<file path="config.mk">
export PLATFORM = sky130hd
export DESIGN_NAME = matmul_host_ctrl
export DESIGN_NICKNAME = d
export VERILOG_FILES = /design/src/rtl/matmul_host_ctrl.sv
export SDC_FILE = /design/constraint.sdc
export NUM_CORES = 2
export LEC_CHECK = 0
export CAP_MARGIN = 40
export CORE_AREA = 8 8 596 598
export CTS_CLUSTER_DIAMETER = 80
export CTS_CLUSTER_SIZE = 30
export DETAILED_ROUTE_END_ITERATION = 10
export DIE_AREA = 0 0 604 606
export GPL_TIMING_DRIVEN = 0
export MAX_ROUTING_LAYER = met4
export PLACE_DENSITY = 0.36
export SYNTH_ARGS = -nofsm -noshare
export SYNTH_HDL_FRONTEND = slang
export SYNTH_SLANG_ARGS = --single-unit
export TNS_END_PERCENT = 10
</file>
<file path="constraint.sdc">
create_clock -name clk -period 7.4 [get_ports clk]
set_input_delay 2.22 -clock clk [delete_from_list [all_inputs] [get_ports clk]]
set_output_delay 2.22 -clock clk [all_outputs]
set_load 0.02 [all_outputs]
</file>
<file path="src/rtl/matmul_host_ctrl.sv">
// -----------------------------------------------------------------------------
// matmul_host_ctrl
//   Host-side sequencer for a matrix multiplier. It streams matrix A and then
//   matrix B in element by element (row-major), pulses start, waits for the
//   multiplier's done level, captures C and streams it back out element by
//   element with out_last on the final element.
//
// Ports
//   clk, rst        rising-edge clock, synchronous active-high reset
//   in_valid/in_ready/in_data      input element stream (A beats then B beats)
//   matrix_a, matrix_b             packed operands to the multiplier
//   start                          one-cycle multiply request
//   done, result_c                 completion level and packed C from multiplier
//   out_valid/out_ready/out_data/out_last   result element stream
//   busy                           high while a multiply is started, running or draining
//   o_dbg_state                    current FSM state, for observation only
//
// Handshake: a beat transfers on a rising clk edge where valid and ready are
// both high. A source holding valid keeps its data stable until the transfer;
// ready never depends combinationally on valid.
// -----------------------------------------------------------------------------
module matmul_host_ctrl #(
    parameter int DATA_WIDTH = 8,
    parameter int M          = 8,
    parameter int N          = 8,
    parameter int P          = 8
) (
    input  logic                         clk,
    input  logic                         rst,
    input  logic                         in_valid,
    output logic                         in_ready,
    input  logic [DATA_WIDTH-1:0]        in_data,
    output logic [M*N*DATA_WIDTH-1:0]    matrix_a,
    output logic [N*P*DATA_WIDTH-1:0]    matrix_b,
    output logic                         start,
    input  logic                         done,
    input  logic [M*P*DATA_WIDTH-1:0]    result_c,
    output logic                         out_valid,
    input  logic                         out_ready,
    output logic [DATA_WIDTH-1:0]        out_data,
    output logic                         out_last,
    output logic                         busy,
    output logic [2:0]                   o_dbg_state
);

    localparam int NUM_A   = M * N;
    localparam int NUM_B   = N * P;
    localparam int NUM_C   = M * P;
    localparam int MAX_AB  = (NUM_A > NUM_B) ? NUM_A : NUM_B;
    localparam int MAX_ALL = (MAX_AB > NUM_C) ? MAX_AB : NUM_C;
    localparam int IDX_W   = (MAX_ALL > 1) ? $clog2(MAX_ALL) : 1;

    localparam logic [IDX_W-1:0] IDX_ZERO = '0;
    localparam logic [IDX_W-1:0] IDX_ONE  = 1;
    localparam logic [IDX_W-1:0] LAST_A   = IDX_W'(NUM_A - 1);
    localparam logic [IDX_W-1:0] LAST_B   = IDX_W'(NUM_B - 1);
    localparam logic [IDX_W-1:0] LAST_C   = IDX_W'(NUM_C - 1);

    localparam logic [2:0] ST_LOAD_A = 3'd0;
    localparam logic [2:0] ST_LOAD_B = 3'd1;
    localparam logic [2:0] ST_START  = 3'd2;
    localparam logic [2:0] ST_WAIT   = 3'd3;
    localparam logic [2:0] ST_DRAIN  = 3'd4;

    logic [2:0]                   r_state;
    logic [IDX_W-1:0]             r_idx;
    logic [M*N*DATA_WIDTH-1:0]    r_a;
    logic [N*P*DATA_WIDTH-1:0]    r_b;
    logic [M*P*DATA_WIDTH-1:0]    r_c;

    logic w_loading;
    logic w_in_fire;
    logic w_out_fire;
    int   w_c_idx;

    assign w_loading  = (r_state == ST_LOAD_A) || (r_state == ST_LOAD_B);
    assign w_in_fire  = in_valid && w_loading;
    assign w_out_fire = (r_state == ST_DRAIN) && out_ready;

    // The shared index can exceed the C range while loading a larger operand;
    // clamp the read select so out_data never reads past r_c.
    assign w_c_idx = (int'(r_idx) < NUM_C) ? int'(r_idx) : 0;

    always_ff @(posedge clk) begin
        if (rst) begin
            r_state <= ST_LOAD_A;
            r_idx   <= IDX_ZERO;
            r_a     <= '0;
            r_b     <= '0;
            r_c     <= '0;
        end else begin
            case (r_state)
                ST_LOAD_A: begin
                    if (w_in_fire) begin
                        r_a[int'(r_idx)*DATA_WIDTH +: DATA_WIDTH] <= in_data;
                        if (r_idx == LAST_A) begin
                            r_idx   <= IDX_ZERO;
                            r_state <= ST_LOAD_B;
                        end else begin
                            r_idx <= r_idx + IDX_ONE;
                        end
                    end
                end
                ST_LOAD_B: begin
                    if (w_in_fire) begin
                        r_b[int'(r_idx)*DATA_WIDTH +: DATA_WIDTH] <= in_data;
                        if (r_idx == LAST_B) begin
                            r_idx   <= IDX_ZERO;
                            r_state <= ST_START;
                        end else begin
                            r_idx <= r_idx + IDX_ONE;
                        end
                    end
                end
                ST_START: begin
                    r_state <= ST_WAIT;
                end
                ST_WAIT: begin
                    // done is a level; the first high sample ends the wait.
                    if (done) begin
                        r_c     <= result_c;
                        r_state <= ST_DRAIN;
                    end
                end
                ST_DRAIN: begin
                    if (w_out_fire) begin
                        if (r_idx == LAST_C) begin
                            r_idx   <= IDX_ZERO;
                            r_state <= ST_LOAD_A;
                        end else begin
                            r_idx <= r_idx + IDX_ONE;
                        end
                    end
                end
                default: begin
                    r_state <= ST_LOAD_A;
                    r_idx   <= IDX_ZERO;
                end
            endcase
        end
    end

    assign in_ready    = w_loading;
    assign start       = (r_state == ST_START);
    assign out_valid   = (r_state == ST_DRAIN);
    assign out_data    = r_c[w_c_idx*DATA_WIDTH +: DATA_WIDTH];
    assign out_last    = (r_state == ST_DRAIN) && (r_idx == LAST_C);
    assign busy        = (r_state == ST_START) || (r_state == ST_WAIT) ||
                         (r_state == ST_DRAIN);
    assign matrix_a    = r_a;
    assign matrix_b    = r_b;
    assign o_dbg_state = r_state;

endmodule
</file>
# [Yosys cells after proc, flatten, opt, wreduce, memory -nomap -nowiden]
# Cells that the tools add are included.
[totals] input_bits=525 output_inout_bits=1040 ff_bits=1545 wordCells=52
[op_classes] n_bitwise=1 mux=14 n_eq_ne=13 shifts=3 addsub=2 n_reduce_logical=14
[op_table] cell="bitwise mux 512 bit" count=2
[op_table] cell="variable shift 8 x 33 -> 512 bit, first input constant" count=1
[op_table] cell="indexed part select 512 x 10 -> 8 bit" count=1
[op_table] cell="indexed part select 8 x 33 -> 512 bit" count=1
[op_table] cell="negator 9 -> 33 bit" count=1
[op_table] cell="two-way mux 3 bit" count=7
[op_table] cell="two-way mux 6 bit" count=3
[op_table] cell="one-hot mux 6 bit (3 select lines)" count=1
[op_table] cell="one-hot mux 3 bit (5 select lines)" count=1
[op_table] cell="inequality test 2 x 1 -> 1 bit, second input constant" count=5
[op_table] cell="AND reduction 7 bit" count=1
[op_table] cell="adder 6 x 1 -> 6 bit, second input constant" count=1
[op_table] cell="equality test 3 x 2 -> 1 bit, second input constant" count=2
[op_table] cell="equality test 6 bit, second input constant" count=1
[op_table] cell="inequality test 2 bit, second input constant" count=3
[op_table] cell="AND reduction 2 bit" count=3
[op_table] cell="OR reduction 2 bit" count=2
[op_table] cell="equality test 3 x 1 -> 1 bit, second input constant" count=1
[op_table] cell="equality test 3 bit, second input constant" count=1
[op_table] cell="logical AND 1 bit" count=3
[op_table] cell="zero test 3 bit" count=1
[op_table] cell="logical OR 1 bit" count=3
[op_table] cell="AND reduction 3 bit" count=1
[op_table] cell="inverter 1 bit" count=1

# [Depth between registers and ports, before layout]
[logic_depth] word_depth=5 depth_mapped=13 ltp_nobuf=8

# [Worst setup path before layout]
# Ideal clock, no wire load.
[synth_path] path_kind="reg2out" start="reg r_idx[0]" end="out out_data[1]" stages_incl_launch_ff=9 arrival_ps=2468 slack_ps=2712 t_required_ps=5180 n_path_buf=4 cell_sequence="dfxtp_1 > buf_2 > buf_4 > buf_2 > buf_2 > mux4_2 > a221oi_1 > o21ai_0 > o22a_1"
[synth_via] elab_chain_cells=1
[synth_rtl] item="from (decl)" line="66" text="logic [IDX_W-1:0] r_idx;"
[synth_rtl] item="from (signal assigned)" line="100" text="r_idx <= r_idx + IDX_ONE;"
[synth_rtl] item="from (signal assigned)" line="111" text="r_idx <= r_idx + IDX_ONE;"
[synth_rtl] item="from (signal assigned)" line="131" text="r_idx <= r_idx + IDX_ONE;"
[synth_rtl] item="indexed part select 512 x 10 -> 8 bit" line="146" text="assign out_data = r_c[w_c_idx*DATA_WIDTH +: DATA_WIDTH];"
[synth_rtl] item="to (decl)" line="40" text="output logic [DATA_WIDTH-1:0] out_data,"
# Every way passes these cells.

# [Worst setup path after layout]
[layout_path] start="reg r_idx[0]" end="out out_data[2]"
# The elaborated chain is that of the path after synthesis.

==> run_results.csv <==
group,metric,value,unit
outcome,outcome,"complete, no violations",
clock_network,cts_inserted_buffers,122,
grt,grt_overflow,0,
critical_path,critPathMostFrequentCell,"buf_2",
synth,synth_ff_type,"dfxtp_1",
synth,ys_async_sr_fraction,0,%
die,dieArea,366000,um2
die,num_rows,216,
power_and_ir_drop,p_sw,4880,uW
final_layout,final.fill_count,36814,
synth,synth_top_area_cell,"dfxtp_1",
critical_path,critPathMaxFanout,10,
drt,final_antenna_net_count,0,
synth,synth.distinct_cells,69,
grt,grt_max_degree,28,
power_and_ir_drop,sw_frac_of_total,28.2,%
grt,grtUsageMet3,4.15,%
sta,setup_viol,0,
synth,synth_fp_nets,7262,
drt,dr.first_iter.drc_count,3901,
drt,wl,443000,um
synth,syn_area_per_cell,9.51,um2
clock_network,clock_path_buffers,4,
placed_design,post-dp-hpwl,374000,um
critical_path,arrival,4.88,ns
sta,rsz0062_at_grt,"no",
die,die_h,606,um
critical_path,path_delay_family,"buffers and inverters",
synth,synth_edf_count,0,
synth,yosysTopAreaCellShare,48.3,%
sta,tightest_slew,1.03,ns
drt,drt-vias-per-instance,4.37,
synth,synth_area,64000,um2
final_layout,fin_util,26.5,%
grt,antenna_found_initial,73,
synth,synthCells,6734,
final_layout,layout.nets,9050,
final_layout,area_delta_synth_final,43.1,%
clock_network,cts_sinks,1545,
critical_path,required,5.18,ns
die,chipWidth,604,um
sta,fin_worst_skew,0.0918,ns
clock_network,cts_tree,"yes",
power_and_ir_drop,power.total,17300,uW
power_and_ir_drop,vdd_ir_drop_max,0.180,mV
sta,layout_min_cycle_time,7.10,ns
synth,ys_ff_latch,1545,
grt,busiest_layer,"met2",
critical_path,critPathLaunchType,"flip-flop",
drt,first_pass_iters,6,
clock_network,holdBufCountCts,0,
clock_network,path_clk_slew,0.08,ns
die,start_util,18.6,%
final_layout,layout-drive-gt1-share,8.56,%
worst_hold_path,hp-class,"flip-flop to flip-flop",
sta,fin_crit_sh,96.0,%
critical_path,slowest_delay,0.66,ns
sta,fmax,141,MHz
power_and_ir_drop,p_seq_share,48.1,%
clock_network,clk_latency,0.95,ns
drt,vias,57864,
critical_path,end_kind,"output pin",
clock_network,cts-root-buf,"clkbuf_16",
synth,synth.area.top_cells,"dfxtp_1 (48%), mux2i_1 (14%), nand2b_1 (8.8%)",
critical_path,cp_num_buf_inv,6,
grt,grt_usage,23.7,%
critical_path,crit_path_top_delay_cell,"clkdlybuf4s50_1",
critical_path,crit_chain,"buf_2 > buf_6 > buf_4 > buf_2 > buf_12 > mux4_2 > mux2i_2 > o21ai_0 > nor3_2 > a221oi_1 > clkdlybuf4s50_1",
sta,max_slew_margin,31.1,%
critical_path,path_class,"flip-flop to output pin",
clock_network,cts_setup_buffers,0,
power_and_ir_drop,p_per_area,189,nW/um2
sta,maxSlewViolCount,0,
clock_network,htree_levels,3,
grt,grt_pass1_wl,571000,um
power_and_ir_drop,p_int,12400,uW
grt,met2_usage,45.0,%
sta,hold_viol_final,0,
drt,drcViolationCount,0,
power_and_ir_drop,cellLeakagePower,0.0322,uW
synth,yosysWarnings,0,
die,core,345000,um2
job,drv_cap,0,
clock_network,cts-resized-gates,22,
die,ios,1565,
synth,ys_seq_area_share,48.3,%
placed_design,portBuffers,1556,
power_and_ir_drop,clkPwrFrac,44.5,%
grt,grtUsageMet1,24.3,%
grt,grt_pass1_vias,58581,
power_and_ir_drop,p_comb_share,7.5,%
drt,wl_per_cell,33.4,um
placed_design,place.gp.congestion,0.861,
[power groups by stage]
stage | combinational, uW | clock [uW] | sequential, uW
detailed placement | 1310 | 0 | 8510
finish | 1290 | 7690 | 8310
global route | 1340 | 8210 | 8310
floorplan | 434 | 0 | 8500
global placement | 1240 | 0 | 8510
CTS | 1320 | 7930 | 8310
[layout by cell type (no fill, tap or decap), drive strengths merged, types with 37 or more instances in the layout]
cell,synthesis,final
a21oi,591,591
nor2b,69,69
nand2,1261,1261
clkbuf,402,532
o21ai,187,187
nor2,116,116
clkdlybuf4s50,0,1556
mux2i,924,924
or2,37,37
diode,0,51
dfxtp,1545,1545
buf,94,203
nand2b,900,900
nand3,157,157
nand4,38,38
mux4,128,128
inv,8,58
or3,79,79
[metal layers]
layer / wire (um) / vias up / part of all wire [%]
met3: 22800 / 447 / 5.2
met5: 0 / - / 0
met2: 240000 / 1892 / 54
met4: 19700 / 0 / 4.4
li1: - / 26496 / -
met1: 161000 / 29029 / 36
[cell type report]
| class | instances | area (um2) | share of cell area (%) |
|---|---|---|---|
| clock buffers | 131 | 3160 | 3.45 |
| multi-input cells | 4684 | 31200 | 34.1 |
| diodes | 51 | 128 | 0.139 |
| repair buffers | 1666 | 17000 | 18.6 |
| flip-flops and latches | 1545 | 30900 | 33.8 |
| clock inverters | 94 | 1340 | 1.47 |
| inverters | 9 | 33.8 | 0.0369 |
| well taps | 4578 | 5730 | 6.25 |
| plain buffers | 494 | 2050 | 2.24 |
[path summary, 6_finish.rpt]
check,startpoint,slack (ns),cells past startpoint,to
hold reg to reg,r_c[225]$_SDFFE_PP0P_,0.45,2,r_c[225]$_SDFFE_PP0P_
setup reg to reg,r_idx[1]$_SDFFE_PP0P_,1.75,10,matrix_b[332]$_SDFFE_PP0P_
setup / recovery,r_idx[0]$_SDFFE_PP0P_,0.30,11,out_data[2]
hold / removal,r_c[225]$_SDFFE_PP0P_,0.45,2,r_c[225]$_SDFFE_PP0P_
[flip-flops by register name, indices dropped and copies added (netlist names)]
name and count:
o_dbg_state 3, r_c 512, matrix_a 512, r_idx 6, matrix_b 512
[worst reg2reg max path, delay by kind of cell (launching register included)]
kind,cells,cell delay (ns)
and+or+nand+nor,3,1.42
adders and majority gates,1,0.49
buffers and inverters,5,2.71
DFF,1,0.69
muxes,1,0.31
[synth_stat cells, types with 13 or more instances]
master,instances
buf_1,23
nor2b_1,69
nor2_2,20
or4_1,13
nand2b_1,900
o22ai_1,30
or3_1,79
dfxtp_1,1545
nor2_1,84
buf_2,58
mux2i_1,924
or2_2,37
nand4b_1,16
nand2_1,1261
mux4_2,128
nand3_2,57
o21ai_0,176
nand3_1,100
nand4_1,34
nor3_1,22
buf_4,13
a21oi_1,585
clkbuf_1,402
[cell families after synthesis]
family,Yosys count,synth area share (%)
fa+ha+maj,3,0.0586
simple gates,2758,22.2
buf+inv,505,3.15
compound gates,863,7.18
xor+xnor,7,0.0958
mux,1053,19.0
flops,1545,48.3
[stage by stage]
stage | TNS [ns] | cell area (um2) | hold slack (ns) | worst slack [ns] | std cells
floorplan | 0 | 64000 | 0.433 | 2.71 | 6734
global placement | -5.25 | 85300 | 0.441 | -0.913 | 12868
detailed placement | 0 | 86900 | 0.443 | 0.190 | 12978
CTS | 0 | 91500 | 0.455 | 0.0187 | 13201
global route | 0 | 91500 | 0.469 | 0.0738 | 13234
finish | 0 | 91600 | 0.453 | 0.298 | 13252
Power figures use the tool's default switching activity.
